### config.mk
export PLATFORM = sky130hd
export DESIGN_NAME = average_channels_flat
export DESIGN_NICKNAME = d
export VERILOG_FILES = /design/src/rtl/average_pkg.sv /design/src/rtl/average_channels_if.sv /design/src/rtl/average_slot.sv /design/src/rtl/average_channels.sv /design/src/flat_wrapper.sv
export SDC_FILE = /design/constraint.sdc
export NUM_CORES = 1
export LEC_CHECK = 0
export CORE_AREA = 2 2 131 133
export CTS_BUF_LIST = sky130_fd_sc_hd__clkbuf_16
export CTS_CLUSTER_SIZE = 20
export DETAILED_ROUTE_END_ITERATION = 12
export DIE_AREA = 0 0 133 135
export GPL_TIMING_DRIVEN = 0
export PLACE_DENSITY = 0.68
export SLEW_MARGIN = 20
export SYNTH_ARGS = -nofsm -noshare
export SYNTH_HDL_FRONTEND = slang
export SYNTH_SLANG_ARGS = --single-unit
### constraint.sdc
create_clock -name clock -period 3 [get_ports clock]
set_input_delay 0.6 -clock clock [delete_from_list [all_inputs] [get_ports clock]]
set_output_delay 0.6 -clock clock [all_outputs]
set_load 0.01 [all_outputs]
### src/rtl/average_pkg.sv
// Shared width and rounding helpers for the multi-channel block averager.
package average_pkg;

    function automatic int unsigned bitwidth_accumulator(int unsigned bitwidth_sample,
                                                         int unsigned log2_sample_count);
        return bitwidth_sample + log2_sample_count;
    endfunction

    // Half an LSB of the shifted result; zero when no shift takes place.
    function automatic int unsigned rounding_constant(int unsigned log2_sample_count);
        if (log2_sample_count == 0) begin
            return 0;
        end
        return 1 << (log2_sample_count - 1);
    endfunction

    function automatic int unsigned bitwidth_channel(int unsigned channel_count);
        if (channel_count <= 1) begin
            return 1;
        end
        return $clog2(channel_count);
    endfunction

endpackage

### src/rtl/average_channels_if.sv
// Tagged sample stream in, tagged mean pulse out.
interface average_channels_if #(
    parameter int unsigned sample_width  = 12,
    parameter int unsigned channel_width = 2
);
    logic [sample_width-1:0]  sample_value;
    logic [channel_width-1:0] sample_channel;
    logic                     sample_valid;
    logic [sample_width-1:0]  mean_value;
    logic [channel_width-1:0] mean_channel;
    logic                     mean_valid;

    modport master (
        output sample_value, sample_channel, sample_valid,
        input  mean_value, mean_channel, mean_valid
    );

    modport slave (
        input  sample_value, sample_channel, sample_valid,
        output mean_value, mean_channel, mean_valid
    );
endinterface

### src/rtl/average_slot.sv
// One channel's accumulator, window counter and last completed mean.
// AVERAGE_ROUNDING_EN selects round-half-up instead of truncation.
module average_slot
    import average_pkg::*;
#(
    parameter int unsigned bitwidth_sample   = 12,
    parameter int unsigned log2_sample_count = 4
) (
    input  logic                       clock,
    input  logic                       reset,
    input  logic                       add,
    input  logic                       clear,
    input  logic [bitwidth_sample-1:0] sample,
    output logic                       complete,
    output logic [bitwidth_sample-1:0] window_mean,
    output logic [bitwidth_sample-1:0] last_mean
);
    localparam int unsigned acc_width =
        bitwidth_accumulator(bitwidth_sample, log2_sample_count);
    // Keep one counter bit when the window is a single sample; it then never leaves zero.
    localparam int unsigned cnt_width = (log2_sample_count == 0) ? 1 : log2_sample_count;
    localparam logic [cnt_width-1:0] cnt_last = cnt_width'((1 << log2_sample_count) - 1);
`ifdef AVERAGE_ROUNDING_EN
    localparam logic [acc_width-1:0] round_const =
        acc_width'(rounding_constant(log2_sample_count));
`else
    localparam logic [acc_width-1:0] round_const = '0;
`endif

    logic [acc_width-1:0]       acc_q, acc_d;
    logic [cnt_width-1:0]       cnt_q, cnt_d;
    logic [bitwidth_sample-1:0] last_mean_q, last_mean_d;
    logic [acc_width-1:0]       sum;
    logic [acc_width-1:0]       rounded;

    always_comb begin
        sum         = acc_q + acc_width'(sample);
        rounded     = sum + round_const;
        window_mean = bitwidth_sample'(rounded >> log2_sample_count);
        complete    = add && !clear && (cnt_q == cnt_last);
        acc_d       = acc_q;
        cnt_d       = cnt_q;
        last_mean_d = last_mean_q;
        if (clear) begin
            acc_d = '0;
            cnt_d = '0;
        end else if (complete) begin
            acc_d       = '0;
            cnt_d       = '0;
            last_mean_d = window_mean;
        end else if (add) begin
            acc_d = sum;
            cnt_d = cnt_q + cnt_width'(1);
        end
    end

    always_ff @(posedge clock) begin
        if (reset) begin
            acc_q       <= '0;
            cnt_q       <= '0;
            last_mean_q <= '0;
        end else begin
            acc_q       <= acc_d;
            cnt_q       <= cnt_d;
            last_mean_q <= last_mean_d;
        end
    end

    assign last_mean = last_mean_q;
endmodule

### src/rtl/average_channels.sv
// Multi-channel block averager: channel decode, range check, output register, read mux.
// AVERAGE_ROUNDING_EN (see average_slot) switches the mean to round-half-up.
module average_channels
    import average_pkg::*;
#(
    parameter int unsigned bitwidth_sample   = 12,
    parameter int unsigned channel_count     = 4,
    parameter int unsigned log2_sample_count = 4,
    localparam int unsigned chan_width       = bitwidth_channel(channel_count)
) (
    input  logic                       clock,
    input  logic                       reset,
    average_channels_if.slave          bus,
    input  logic                       clear,
    input  logic [chan_width-1:0]      read_channel,
    output logic [bitwidth_sample-1:0] read_mean,
    output logic                       channel_error
);
    logic [channel_count-1:0]   add;
    logic [channel_count-1:0]   complete;
    logic [bitwidth_sample-1:0] window_mean [channel_count];
    logic [bitwidth_sample-1:0] last_mean   [channel_count];
    logic                       accept;
    logic                       in_range;

    logic [bitwidth_sample-1:0] mean_value_q, mean_value_d;
    logic [chan_width-1:0]      mean_channel_q, mean_channel_d;
    logic                       mean_valid_q, mean_valid_d;
    logic                       channel_error_q, channel_error_d;

    // clear beats a coincident sample, so the sample neither adds nor flags an error.
    assign accept   = bus.sample_valid && !clear;
    assign in_range = 32'(bus.sample_channel) < channel_count;

    for (genvar c = 0; c < channel_count; c++) begin : g_slot
        assign add[c] = accept && in_range && (bus.sample_channel == chan_width'(c));

        average_slot #(
            .bitwidth_sample  (bitwidth_sample),
            .log2_sample_count(log2_sample_count)
        ) u_slot (
            .clock      (clock),
            .reset      (reset),
            .add        (add[c]),
            .clear      (clear),
            .sample     (bus.sample_value),
            .complete   (complete[c]),
            .window_mean(window_mean[c]),
            .last_mean  (last_mean[c])
        );
    end

    // At most one slot completes per cycle since add is one-hot.
    always_comb begin
        mean_valid_d    = |complete;
        mean_value_d    = mean_value_q;
        mean_channel_d  = mean_channel_q;
        channel_error_d = accept && !in_range;
        for (int c = 0; c < channel_count; c++) begin
            if (complete[c]) begin
                mean_value_d   = window_mean[c];
                mean_channel_d = chan_width'(c);
            end
        end
    end

    always_ff @(posedge clock) begin
        if (reset) begin
            mean_value_q    <= '0;
            mean_channel_q  <= '0;
            mean_valid_q    <= 1'b0;
            channel_error_q <= 1'b0;
        end else begin
            mean_value_q    <= mean_value_d;
            mean_channel_q  <= mean_channel_d;
            mean_valid_q    <= mean_valid_d;
            channel_error_q <= channel_error_d;
        end
    end

    always_comb begin
        read_mean = '0;
        for (int c = 0; c < channel_count; c++) begin
            if (read_channel == chan_width'(c)) begin
                read_mean = last_mean[c];
            end
        end
    end

    assign bus.mean_value   = mean_value_q;
    assign bus.mean_channel = mean_channel_q;
    assign bus.mean_valid   = mean_valid_q;
    assign channel_error    = channel_error_q;
endmodule

### src/flat_wrapper.sv
// flat-port wrapper written by rule: the top's interface ports become plain ports
module average_channels_flat import average_pkg::*;
#(
    parameter int unsigned bitwidth_sample   = 12,
    parameter int unsigned channel_count     = 4,
    parameter int unsigned log2_sample_count = 4,
    localparam int unsigned chan_width       = bitwidth_channel(channel_count)
)
  (clock, reset, clear, read_channel, read_mean, channel_error, bus_sample_value, bus_sample_channel, bus_sample_valid, bus_mean_value, bus_mean_channel, bus_mean_valid);
  average_channels_if #(.sample_width(12), .channel_width(2)) bus_i ();
  input  logic clock;
  input  logic reset;
  input  logic clear;
  input  logic [chan_width-1:0] read_channel;
  output logic [bitwidth_sample-1:0] read_mean;
  output logic channel_error;
  input wire logic [$bits(bus_i.sample_value)-1:0] bus_sample_value;
  input wire logic [$bits(bus_i.sample_channel)-1:0] bus_sample_channel;
  input wire logic [$bits(bus_i.sample_valid)-1:0] bus_sample_valid;
  output wire logic [$bits(bus_i.mean_value)-1:0] bus_mean_value;
  output wire logic [$bits(bus_i.mean_channel)-1:0] bus_mean_channel;
  output wire logic [$bits(bus_i.mean_valid)-1:0] bus_mean_valid;
  assign bus_i.sample_value = bus_sample_value;
  assign bus_i.sample_channel = bus_sample_channel;
  assign bus_i.sample_valid = bus_sample_valid;
  assign bus_mean_value = bus_i.mean_value;
  assign bus_mean_channel = bus_i.mean_channel;
  assign bus_mean_valid = bus_i.mean_valid;
  average_channels #(.bitwidth_sample(bitwidth_sample), .channel_count(channel_count), .log2_sample_count(log2_sample_count)) u_core (.clock(clock), .reset(reset), .bus(bus_i), .clear(clear), .read_channel(read_channel), .read_mean(read_mean), .channel_error(channel_error));
endmodule
==> summary.md <==
| Metric | Value |
|---|---|
| Skew final | `0.00793 ns` |
| Final setup fails | `0` |
| Status | `complete, no violations` |
| Clk pwr share | `0.499` |
| Syn Inst Count | `987` |
| Sw power | `0.00111 W` |
| NumNets Final | `1130` |
| Core Region | `16400 sq um` |
| CTS sink count | `143` |
| YS warnings | `0` |
| First-pass GRT wire length | `38100 um` |
| Post-synth EDFFs | `0` |
| DR WL/cell | `19.0 um` |
| Ports | `48` |
| CTS buffer count | `17` |
| Sequential-to-total area share from yosys stat | `0.354` |
| Crit path DAT | `2.34 ns` |
| Setup WS pre-CTS | `-0.975 ns` |
| Comb pwr share | `0.079` |
| Number of distinct library cells after synthesis | `74` |
| H-tree Lvls | `4` |
| Top_reg_cell synth | `dfxtp_1` |
| Final ANT Viol Nets | `0` |
| Fmax | `0.340 GHz` |
| Leakage Power | `3.62 nW` |
| Vias | `7530` |
| Starting density of the core | `0.492` |
| Pin count of the biggest net entering global routing | `17` |
| Final setup margin | `0.0629 ns` |
| CTS root buf | `clkbuf_16` |
| Synth top area share | `0.354` |
| Ys async rst share | `0` |
| Reg power frac | `0.422` |
| TNS Setup | `0 ns` |
| Global route total overflow | `0` |
| Hold Fails Final Rpt | `0` |
| Internal | `0.00342 W` |
| Pins Over Slew Limit | `0` |
| Post-synthesis average cell area | `8.19 sq um` |
| Residual DRC | `0` |
| WP data required | `2.40 ns` |
| Reg clk slew, reported paths | `0.06 ns` |
| Die area | `18000 sq um` |
| CTS tree | `done` |
| FF+latch count, synth | `143` |
| Fin crit share | `0.979` |
| Synthesized area | `8080 sq um` |
| Top cells by area, synth | `dfxtp_1, nand2_1, ha_1` |
| Minimum clock period | `2.94 ns` |
| Worst hold slack | `0.453 ns` |
| Drt total wl | `24400 um` |
| Row count | `47` |
| Die width | `133 um` |
| Placer Congestion | `0.931` |
| Crit end category | `primary output` |
| Later-pin clock latency in the skew report | `0.43 ns` |
| Startpoint Class | `input pin` |
| Layout cells sized above 1 | `0.104` |
| Syn Nets | `1063` |
| All-Layer GR Usage | `0.280` |
| Vias in the first global route | `7048` |
| Vias per inst | `5.85` |
| Post-DP HPWL | `17900 um` |
| Initial antenna violation count | `0` |
| Number of max-cap violations | `0` |
| Critical path class | `in -> out` |
| Relative slew margins | `0.529` |
| Area leader, netlist | `dfxtp_1` |
| Ant diodes | `0` |
| Actual slew at the worst max-slew pin | `0.706 ns` |
| P per Cell Area | `470 nW/um^2` |
| Die H | `135 um` |
| Crit path max fanout | `10` |
| Number of port buffers | `43` |
| Layout area overhead | `19.1%` |
| Min-Delay Path Class | `reg -> reg` |
| DR pass1 iterations | `6` |
| Initial drt markers | `515` |
| Switching share of power | `0.245` |
| Peak VDD IR | `0.424 mV` |
| Clock tree buffer depth | `2` |
registers in the layout, summed over array words and instances (netlist names):
name                            cells
u_core.bus.mean_channel             2
u_core.bus.mean_valid               1
u_core.bus.mean_value              12
u_core.g_slot.u_slot.acc_q         64
u_core.g_slot.u_slot.cnt_q         16
u_core.g_slot.u_slot.last_mean     48
metal layers:
metal  share of wire  vias to the layer above  global-route usage
met1            0.43                     3551               0.355
met5               0                        -                   0
met3           0.075                       69              0.0649
li1                -                     3630                   -
met2            0.46                      280               0.457
met4           0.038                        0               0.126
synthesized netlist by cell type (2+ instances only):
library cell / n
o2111ai_1: 2
nor2_1: 97
o22ai_1: 2
or3_1: 7
nand2b_1: 5
and4_1: 2
o21ai_1: 17
a2111oi_2: 2
a22o_1: 2
a311oi_1: 3
and3_1: 4
nor2b_1: 5
o21bai_1: 5
and2_1: 5
xor2_1: 30
nor3_1: 30
nand3_1: 11
a31oi_1: 6
dfxtp_1: 143
a41oi_1: 2
xnor2_1: 40
a21o_1: 15
o21a_1: 10
a211oi_2: 3
ha_1: 52
o21ai_0: 35
buf_4: 3
buf_2: 11
a32o_1: 2
inv_1: 10
nand4_1: 15
a211oi_1: 17
fa_1: 4
o221ai_1: 2
o211ai_1: 3
clkbuf_1: 24
a21oi_1: 124
mux4_2: 12
buf_1: 5
nand2_1: 186
per-stage QoR:
step / area [sq um] / util / total power, W / instances
2_1_floorplan: 8080 / - / 0.00216 / 987
3_3_place_gp: 8790 / 0.535 / 0.00229 / 1250
3_5_place_dp: 8790 / 0.535 / 0.00229 / 1250
4_1_cts: 9550 / 0.582 / 0.00453 / 1284
5_1_grt: 9630 / 0.587 / 0.00465 / 1287
6_report: 9630 / 0.587 / 0.00453 / 1287
power groups by stage:
| stage | Clock (W) | Combinational [W] | Sequential [W] |
|---|---|---|---|
| floorplan | 0 | 0.000213 | 0.00195 |
| global placement | 0 | 0.000334 | 0.00195 |
| detailed placement | 0 | 0.000336 | 0.00195 |
| CTS | 0.00228 | 0.000348 | 0.00191 |
| global route | 0.00235 | 0.000388 | 0.00191 |
| finish | 0.00226 | 0.000358 | 0.00191 |
cell families after synthesis:
family,synth area share
simple gates,0.210
compound gates,0.205
flops,0.354
xor+xnor,0.0759
fa+ha+maj,0.0904
buf+inv,0.0291
mux,0.0347
other cells,0.000464
timing repair:
| action | 4_1_cts | 5_1_grt |
|---|---|---|
| resized for setup | 33 | 14 |
| endpoints found under the setup margin | 43 | 12 |
| cloned | 1 | 0 |
| hold buffers | 0 | 0 |
| pin swaps | 2 | 6 |
| setup buffers | 1 | 3 |
layout by cell type, fill, tap and decap left out, types with 7 or more instances in the layout:
cell type / netlist / final
buf_2: 11 / 11
ha_1: 52 / 48
a21o_1: 15 / 15
buf_4: 3 / 8
mux4_2: 12 / 12
clkbuf_16: 0 / 17
o21ai_1: 17 / 14
xnor2_1: 40 / 38
dfxtp_1: 143 / 143
a211oi_1: 17 / 15
o21a_1: 10 / 10
o21ai_0: 35 / 34
nand3_1: 11 / 11
a21oi_1: 124 / 124
inv_1: 10 / 10
nor2_1: 97 / 97
nand4_1: 15 / 15
clkdlybuf4s50_1: 0 / 31
clkbuf_1: 24 / 24
or3_1: 7 / 7
nor3_1: 30 / 29
nand2_1: 186 / 186
xor2_1: 30 / 26
critical path: stages:
cell	delay [ns]
clkdlybuf4s50_1	0.61
buf_4	0.27
mux4_2	0.35
clkdlybuf4s50_1	0.50
worst paths after layout:
| kind | startpoint | endpoint | slack, ns | cells after the start |
|---|---|---|---|---|
| worst max register to register | u_core.g_slot[2].u_slot.acc_q[0] | u_core.bus.mean_value[8] | 0.24 | 10 |
| worst max-delay path | read_channel[0] | read_mean[3] | 0.06 | 4 |
| worst min-delay path | u_core.g_slot[1].u_slot.last_mean[5] | u_core.g_slot[1].u_slot.last_mean[5] | 0.45 | 2 |
| worst min register to register | u_core.g_slot[1].u_slot.last_mean[5] | u_core.g_slot[1].u_slot.last_mean[5] | 0.45 | 2 |
cell type report:
cell class              count  area (sq um)
clock buffers              17           425
well taps                 220           275
clock inverters            15           194
repair buffers             48           502
multi-input cells         790          5120
flip-flops and latches    143          2860
fillers                  1471          6780
plain buffers              44           213
inverters                  10          37.5
No activity file was read; power rests on OpenSTA's default activity.
